**src/rtl/stump_mem_if.sv**
```systemverilog
`default_nettype none
// ============================================================================
//  Module   : stump_mem_if
//  Purpose  : Memory interface between the Stump core and system memory or
//             peripherals. Converts the core's single-cycle read/write strobes
//             into a req/ack handshake, stalls the core while the access is
//             outstanding, and reports a sticky bus error on timeout.
//  Options  : STUMP_MEM_IF_STATS_EN adds rd_count/wr_count access counters.
//  Revision : 1.0 - initial release
// ============================================================================
module stump_mem_if #(
   parameter int DATA_W  = 16,
   parameter int ADDR_W  = 16,
   parameter int TIMEOUT = 15,   // 0 disables the timeout
   parameter int TO_W    = 8     // TIMEOUT must be below 2**TO_W
) (
   input  logic              clk,
   input  logic              rst,
   // core side
   input  logic [ADDR_W-1:0] core_addr,
   input  logic [DATA_W-1:0] core_wdata,
   input  logic              core_ren,
   input  logic              core_wen,
   output logic [DATA_W-1:0] core_rdata,
   output logic              core_stall,
   // memory side
   output logic [ADDR_W-1:0] mem_addr,
   output logic [DATA_W-1:0] mem_wdata,
   output logic              mem_req,
   output logic              mem_we,
   input  logic [DATA_W-1:0] mem_rdata,
   input  logic              mem_ack,
   // error reporting
   output logic              bus_err,
`ifdef STUMP_MEM_IF_STATS_EN
   output logic [15:0]       rd_count,
   output logic [15:0]       wr_count,
`endif
   input  logic              clr_err
);

   typedef enum logic [1:0] {
      ST_IDLE = 2'd0,
      ST_BUSY = 2'd1,
      ST_RESP = 2'd2
   } state_t;

   localparam bit              c_TO_EN   = (TIMEOUT != 0);
   // Count value seen in the last BUSY cycle before the access is abandoned.
   localparam logic [TO_W-1:0] c_TO_LAST = TO_W'(TIMEOUT - 1);
   localparam logic [TO_W-1:0] c_CNT_MAX = {TO_W{1'b1}};

   state_t            r_state;
   state_t            w_next_state;
   logic              w_stall;
   logic              w_launch;
   logic              w_ack_done;
   logic              w_timeout;

   logic [ADDR_W-1:0] r_mem_addr;
   logic [DATA_W-1:0] r_mem_wdata;
   logic              r_mem_req;
   logic              r_mem_we;
   logic [DATA_W-1:0] r_core_rdata;
   logic              r_bus_err;
   logic [TO_W-1:0]   r_cnt;

   // State register.
   always_ff @(posedge clk) begin
      if (rst) begin
         r_state <= ST_IDLE;
      end else begin
         r_state <= w_next_state;
      end
   end

   // Next state, core stall and the launch/complete/abandon strobes.
   always_comb begin
      w_next_state = r_state;
      w_stall      = 1'b0;
      w_launch     = 1'b0;
      w_ack_done   = 1'b0;
      w_timeout    = 1'b0;
      case (r_state)
         ST_IDLE: begin
            if (core_ren || core_wen) begin
               w_stall      = 1'b1;
               w_launch     = 1'b1;
               w_next_state = ST_BUSY;
            end
         end
         ST_BUSY: begin
            w_stall = 1'b1;
            // An ack on the expiry cycle still completes the access normally.
            if (mem_ack) begin
               w_ack_done   = 1'b1;
               w_next_state = ST_RESP;
            end else if (c_TO_EN && (r_cnt == c_TO_LAST)) begin
               w_timeout    = 1'b1;
               w_next_state = ST_RESP;
            end
         end
         ST_RESP: begin
            // Core strobes here belong to the access just completed.
            w_next_state = ST_IDLE;
         end
         default: begin
            w_next_state = ST_IDLE;
         end
      endcase
   end

   // Request, address, write data and direction captured at launch and held
   // unchanged for as long as the request is outstanding.
   always_ff @(posedge clk) begin
      if (rst) begin
         r_mem_req   <= 1'b0;
         r_mem_we    <= 1'b0;
         r_mem_addr  <= '0;
         r_mem_wdata <= '0;
      end else if (w_launch) begin
         r_mem_req   <= 1'b1;
         r_mem_we    <= core_wen;   // read+write together is a write
         r_mem_addr  <= core_addr;
         r_mem_wdata <= core_wdata;
      end else if (w_ack_done || w_timeout) begin
         r_mem_req   <= 1'b0;
      end
   end

   // Wait-state counter: cleared at launch, saturating while BUSY.
   always_ff @(posedge clk) begin
      if (rst) begin
         r_cnt <= '0;
      end else if (w_launch) begin
         r_cnt <= '0;
      end else if ((r_state == ST_BUSY) && (r_cnt != c_CNT_MAX)) begin
         r_cnt <= r_cnt + TO_W'(1);
      end
   end

   // Read data returned to the core; all ones marks an abandoned read.
   always_ff @(posedge clk) begin
      if (rst) begin
         r_core_rdata <= '0;
      end else if (w_ack_done && !r_mem_we) begin
         r_core_rdata <= mem_rdata;
      end else if (w_timeout && !r_mem_we) begin
         r_core_rdata <= {DATA_W{1'b1}};
      end
   end

   // Sticky bus error; a timeout beats a simultaneous clear.
   always_ff @(posedge clk) begin
      if (rst) begin
         r_bus_err <= 1'b0;
      end else if (w_timeout) begin
         r_bus_err <= 1'b1;
      end else if (clr_err) begin
         r_bus_err <= 1'b0;
      end
   end

`ifdef STUMP_MEM_IF_STATS_EN
   logic [15:0] r_rd_count;
   logic [15:0] r_wr_count;

   // Completed-access counters; abandoned accesses are not counted.
   always_ff @(posedge clk) begin
      if (rst) begin
         r_rd_count <= '0;
         r_wr_count <= '0;
      end else if (w_ack_done) begin
         if (r_mem_we) begin
            r_wr_count <= r_wr_count + 16'd1;
         end else begin
            r_rd_count <= r_rd_count + 16'd1;
         end
      end
   end

   assign rd_count = r_rd_count;
   assign wr_count = r_wr_count;
`endif

   assign core_stall = w_stall & ~rst;
   assign core_rdata = r_core_rdata;
   assign mem_addr   = r_mem_addr;
   assign mem_wdata  = r_mem_wdata;
   assign mem_req    = r_mem_req;
   assign mem_we     = r_mem_we;
   assign bus_err    = r_bus_err;

endmodule
`default_nettype wire

```
**config.mk**
```make
export PLATFORM = sky130hd
export DESIGN_NAME = stump_mem_if
export DESIGN_NICKNAME = d
export VERILOG_FILES = /design/src/rtl/stump_mem_if.sv
export SDC_FILE = /design/constraint.sdc
export NUM_CORES = 1
export LEC_CHECK = 0
export ABC_AREA = 1
export CORE_MARGIN = 4
export CORE_UTILIZATION = 43
export CTS_CLUSTER_DIAMETER = 60
export DETAILED_ROUTE_END_ITERATION = 8
export HOLD_SLACK_MARGIN = 0.03
export PLACE_DENSITY = 0.85
export SETUP_SLACK_MARGIN = 0.5
export SYNTH_ARGS = -nofsm -noshare
export SYNTH_HDL_FRONTEND = slang
export SYNTH_SLANG_ARGS = --single-unit
```
**constraint.sdc**
```tcl
create_clock -name clk -period 2 [get_ports clk]
set_input_delay 0.6 -clock clk [delete_from_list [all_inputs] [get_ports clk]]
set_output_delay 0.6 -clock clk [all_outputs]
set_load 0.02 [all_outputs]
```
# Word-level counts from Yosys, hierarchy flattened
# Cells that the tools add are included.
[classes] reduce_logical=12 eq_ne=5 mux=18 add_sub_neg=1 bitwise_logic=2
[op_table] operator="16-bit two-way mux" count=2
[op_table] operator="1-bit two-way mux" count=11
[op_table] operator="8-bit by 1-bit adder with 8-bit output, second input constant" count=1
[op_table] operator="8-bit by 4-bit == test with 1-bit output, second input constant" count=1
[op_table] operator="8-bit != test, second input constant" count=1
[op_table] operator="2-bit two-way mux" count=3
[op_table] operator="2-bit nonzero test" count=3
[op_table] operator="2-bit one-hot mux with 2 select lines" count=1
[op_table] operator="1-bit logical AND" count=3
[op_table] operator="3-bit != test, second input constant" count=1
[op_table] operator="2-bit by 1-bit == test with 1-bit output, second input constant" count=1
[op_table] operator="2-bit zero test" count=1
[op_table] operator="1-bit logical OR" count=2
[op_table] operator="2-bit != test, second input constant" count=1
[op_table] operator="1-bit one-hot mux with 2 select lines" count=1
[op_table] operator="2-bit AND reduction" count=1
[op_table] operator="2-bit OR reduction" count=1
[op_table] operator="1-bit AND" count=1
[op_table] operator="1-bit zero test" count=1
[op_table] operator="1-bit NOT" count=1
[word_totals] in_bits=54 reg_bits=61 wordCells=46 out_inout_bits=52

# Longest topological paths before layout
[logic_depth] ltp_word=7 ltp_mapped=9 mapped_depth_nobuf=9

# Worst setup path after synthesis
# Ideal clock, no wire load.
[synth_timing] path_type="in2out" startpoint="input core_wen" endpoint="output core_stall" required_ns=1.400 stages=5 arrival_ns=1.414 path_buffers=2 slack_ns=-0.014 path_cell_list="or2_1 -> nand3_2 -> buf_4 -> buf_4 -> a21oi_1"
[synth_via] elab_chain_len=4
[synth_lines] element="start, declared" line="23" text="input logic core_wen,"
[synth_lines] element="1-bit logical OR" line="86" text="if (core_ren || core_wen) begin"
[synth_lines] element="1-bit two-way mux" line="86"
[synth_lines] element="1-bit one-hot mux with 2 select lines" line="84" text="case (r_state)"
[synth_lines] element="1-bit AND" line="186" text="assign core_stall = w_stall & ~rst;"
[synth_lines] element="end, declared" line="25" text="output logic core_stall,"
# Every way passes these cells.

# Worst setup path after layout
# Same ends and word-level chain as after synthesis.

==> flow_summary_export.csv <==
group,metric,value,unit
clock_tree,clk_latency,0.33,ns
critical_path,slowest_delay,0.25,ns
critical_path,r2r-end,"core_rdata[13]",
worst_hold_path,min_from,"bus_err",
worst_hold_path,holdPathEnd,"bus_err",
synthesis,avgSynthCellArea,7.30,sq um
critical_path,crit_cells,5,
critical_path,critPathTopFamily,"simple AND/OR/NAND/NOR gates",
placement,port_buffers,105,
critical_path,r2r_setup_slack,0.61,ns
sta,rsz0062_at_grt,"yes",
clock_tree,hold_buffers,0,
cells_and_area,final_common_cell,"nor2_1",
clock_tree,clock_path_buffers,2,
grt,antenna_found_initial,0,
route,via_per_inst,4.73,
critical_path,worstPathCellList,"buf_6, or2_4, nand3_4, a21oi_4, buf_6",
sta,finalSetupViolCount,0,
power_and_ir_drop,pwr_density_cell,836,mW/mm^2
floorplan,die_x,86.4,um
grt,grt_pass1_vias,2461,
sta,slew_headroom,0.809,
power_and_ir_drop,p_int,2.26,mW
sta,clock.fmax,0.556,GHz
route,dr.pass1.iters,4,
critical_path,worst-path-buf-inv,2,
synthesis,synthCells,362,
cells_and_area,area_growth,46.1,%
grt,grt_pass1_wl,11.1,mm
clock_tree,cts_tree,"done",
run_status,status,"complete, no violations",
critical_path,r2r_start,"r_cnt[0]",
floorplan,coreArea,0.00596,sq mm
grt,grt-ovfl-total,0,
sta,setup_slack,0.202,ns
placement,post-place-ws,-0.644,ns
synthesis,syn_nets,418,
route,drc_errors,0,
synthesis,yosysWarnings,0,
sta,clock_skew,0.00925,ns
clock_tree,cts-root-buf,"clkbuf_8",
cells_and_area,ff_latch_area,0.00122,sq mm
critical_path,worstSetupPathType,"in -> out",
route,drt_wl_total,7.01,mm
synthesis,ys_seq_area_frac,0.462,
placement,finalWeightedCongestion,0.815,
floorplan,start_util,0.444,
power_and_ir_drop,power.total,3.23,mW
power_and_ir_drop,leakage,1.98,nW
route,ant_nets,0,
route,wl_per_cell,12.6,um
grt,grt_use_total,0.187,
sta,hold_violations,0,
power_and_ir_drop,ir_drop,0.523,mV
placement,dp_hpwl,4.79,mm
critical_path,worstSetupStartpointType,"input pin",
critical_path,crit_top_cell,"buf_6",
cells_and_area,n_antenna_cell,0,
sta,slew_viol_final,0,
clock_tree,clkTransAtPathRegs,0.07,ns
synthesis,yosysTopAreaCellShare,0.462,
floorplan,ios,106,
critical_path,worstPathArrival,1.20,ns
power_and_ir_drop,seqPwrFrac,0.425,
route,vias,2623,
power_and_ir_drop,power_switching,0.969,mW
sta,min_period,1.80,ns
cells_and_area,multi_input_area,0.00113,sq mm
critical_path,cp_slowest_cell,"or2_4",
worst_hold_path,min_path_type,"reg -> reg",
synthesis,synth_seq_cells,61,
cells_and_area,nNetsFinal,531,
critical_path,crit_fanout,2,
power_and_ir_drop,p_comb_frac,0.227,
clock_tree,clock_sinks,61,
grt,grt_max_degree,33,
sta,finalCritPeriodShare,0.899,
clock_tree,h-tree-depth,3,
cells_and_area,final_cell_mix,"nor2_1 (74), dfxtp_1 (60), inv_1 (59)",
floorplan,die_h,86.4,um
critical_path,r2r_cells,8,
route,drtIter0Drc,93,
critical_path,critPathRequiredTime,1.40,ns
synthesis,yosysUniqueCellTypes,25,
cells_and_area,drive_above_1_share,0.238,
floorplan,rows,28,
power_and_ir_drop,clockPowerShare,0.348,
floorplan,dieArea,0.00747,sq mm
synthesis,synth_top_area_cell,"dfxtp_1",
cells_and_area,final_cells,555,
synthesis,yosys-top-cells-area,"dfxtp_1 (46%), nor2_1 (11%), inv_1 (8.5%)",
clock_tree,numCtsBuffers,9,
run,max_cap_viol_count,0,
cells_and_area,final_util,0.649,
critical_path,worstSetupEndpointType,"primary output",
placement,dp_cells,533,
cells_and_area,fillCellCount,512,
power_and_ir_drop,switching_share,0.300,
synthesis,syn_area,0.00264,sq mm
worst_hold_path,holdPathStages,2,
sta,worst_slew_pin_slew,0.286,ns
## registers in the layout (all words and copies together) (netlist names)
signal,count
mem_wdata,16
mem_addr,16
core_rdata,16
bus_err,1
r_state,2
mem_we,1
mem_req,1
r_cnt,8
## what timing repair did
item / CTS / global route
setup buffers: 1 / 3
resized for setup: 227 / 8
pin swaps: 2 / 2
setup endpoints to repair: 111 / 56
gates cloned: 1 / 1
## cell usage after synthesis, drive strengths merged
cell / count
xnor2: 1
nand4: 1
dfxtp: 61
xor2: 2
nand2: 48
o21ai: 50
nand3: 24
a21oi: 12
nor2: 80
or2: 1
inv: 64
clkbuf: 6
buf: 10
ha: 2
## layer usage
| metal | up-vias | GRT usage | wire length (um) |
|---|---|---|---|
| li1 | 1339 | - | - |
| met1 | 1178 | 0.219 | 2860 |
| met2 | 95 | 0.315 | 3420 |
| met3 | 11 | 0.0513 | 595 |
| met4 | 0 | 0.0878 | 131 |
| met5 | - | 0 | 0 |
## through the flow
stage	TNS [ns]	area, sq um	hold WS, ns
3_5_place_dp	-12.20	3790	0.454
3_3_place_gp	-9.54	3790	0.459
2_1_floorplan	0	2660	0.474
4_1_cts	0	3800	0.465
6_report	0	3860	0.464
5_1_grt	0	3860	0.486
## power groups by stage
stage          sequential [mW]  combinational, mW  clock, mW
6_report                  1.37              0.734       1.12
5_1_grt                   1.38              0.803       1.21
4_1_cts                   1.37              0.719       1.15
3_5_place_dp              1.40              0.765          0
3_3_place_gp              1.39              0.751          0
2_1_floorplan             1.52              0.279          0
## tightest hold or removal path, cell delays in order, from the launching register on
cell,delay [ns]
dfxtp_1,0.31
nand2_1,0.06
a21oi_1,0.05
## cell families (layout without fill, tap and decap cells)
kind of cell,Yosys count,after routing,share of synthesized area
adder cells (fa/ha/maj),2,2,0.00946
buffers and inverters,80,197,0.129
XOR/XNOR,3,3,0.00994
flip-flops,61,61,0.462
AND/OR/NAND/NOR,154,155,0.273
AO/OA/AOI/OAI,62,62,0.117
## cell type report
cell class / instances / area share
flip-flops and latches: 61 / 0.316
multi-input cells: 222 / 0.292
repair buffers: 117 / 0.251
inverters: 64 / 0.0622
clock buffers: 10 / 0.0356
well taps: 75 / 0.0243
clock inverters: 6 / 0.0178
## worst max-delay path by stage
stage          startpoint         end  slack [ns]
2_1_floorplan    core_wen  core_stall        0.19
3_3_place_gp     core_wen  core_stall       -0.59
3_5_place_dp     core_wen  core_stall       -0.64
4_1_cts          core_ren  core_stall        0.18
5_1_grt          core_wen  core_stall        0.19
6_report         core_wen  core_stall        0.20
No activity file was read; power rests on OpenSTA's default activity.
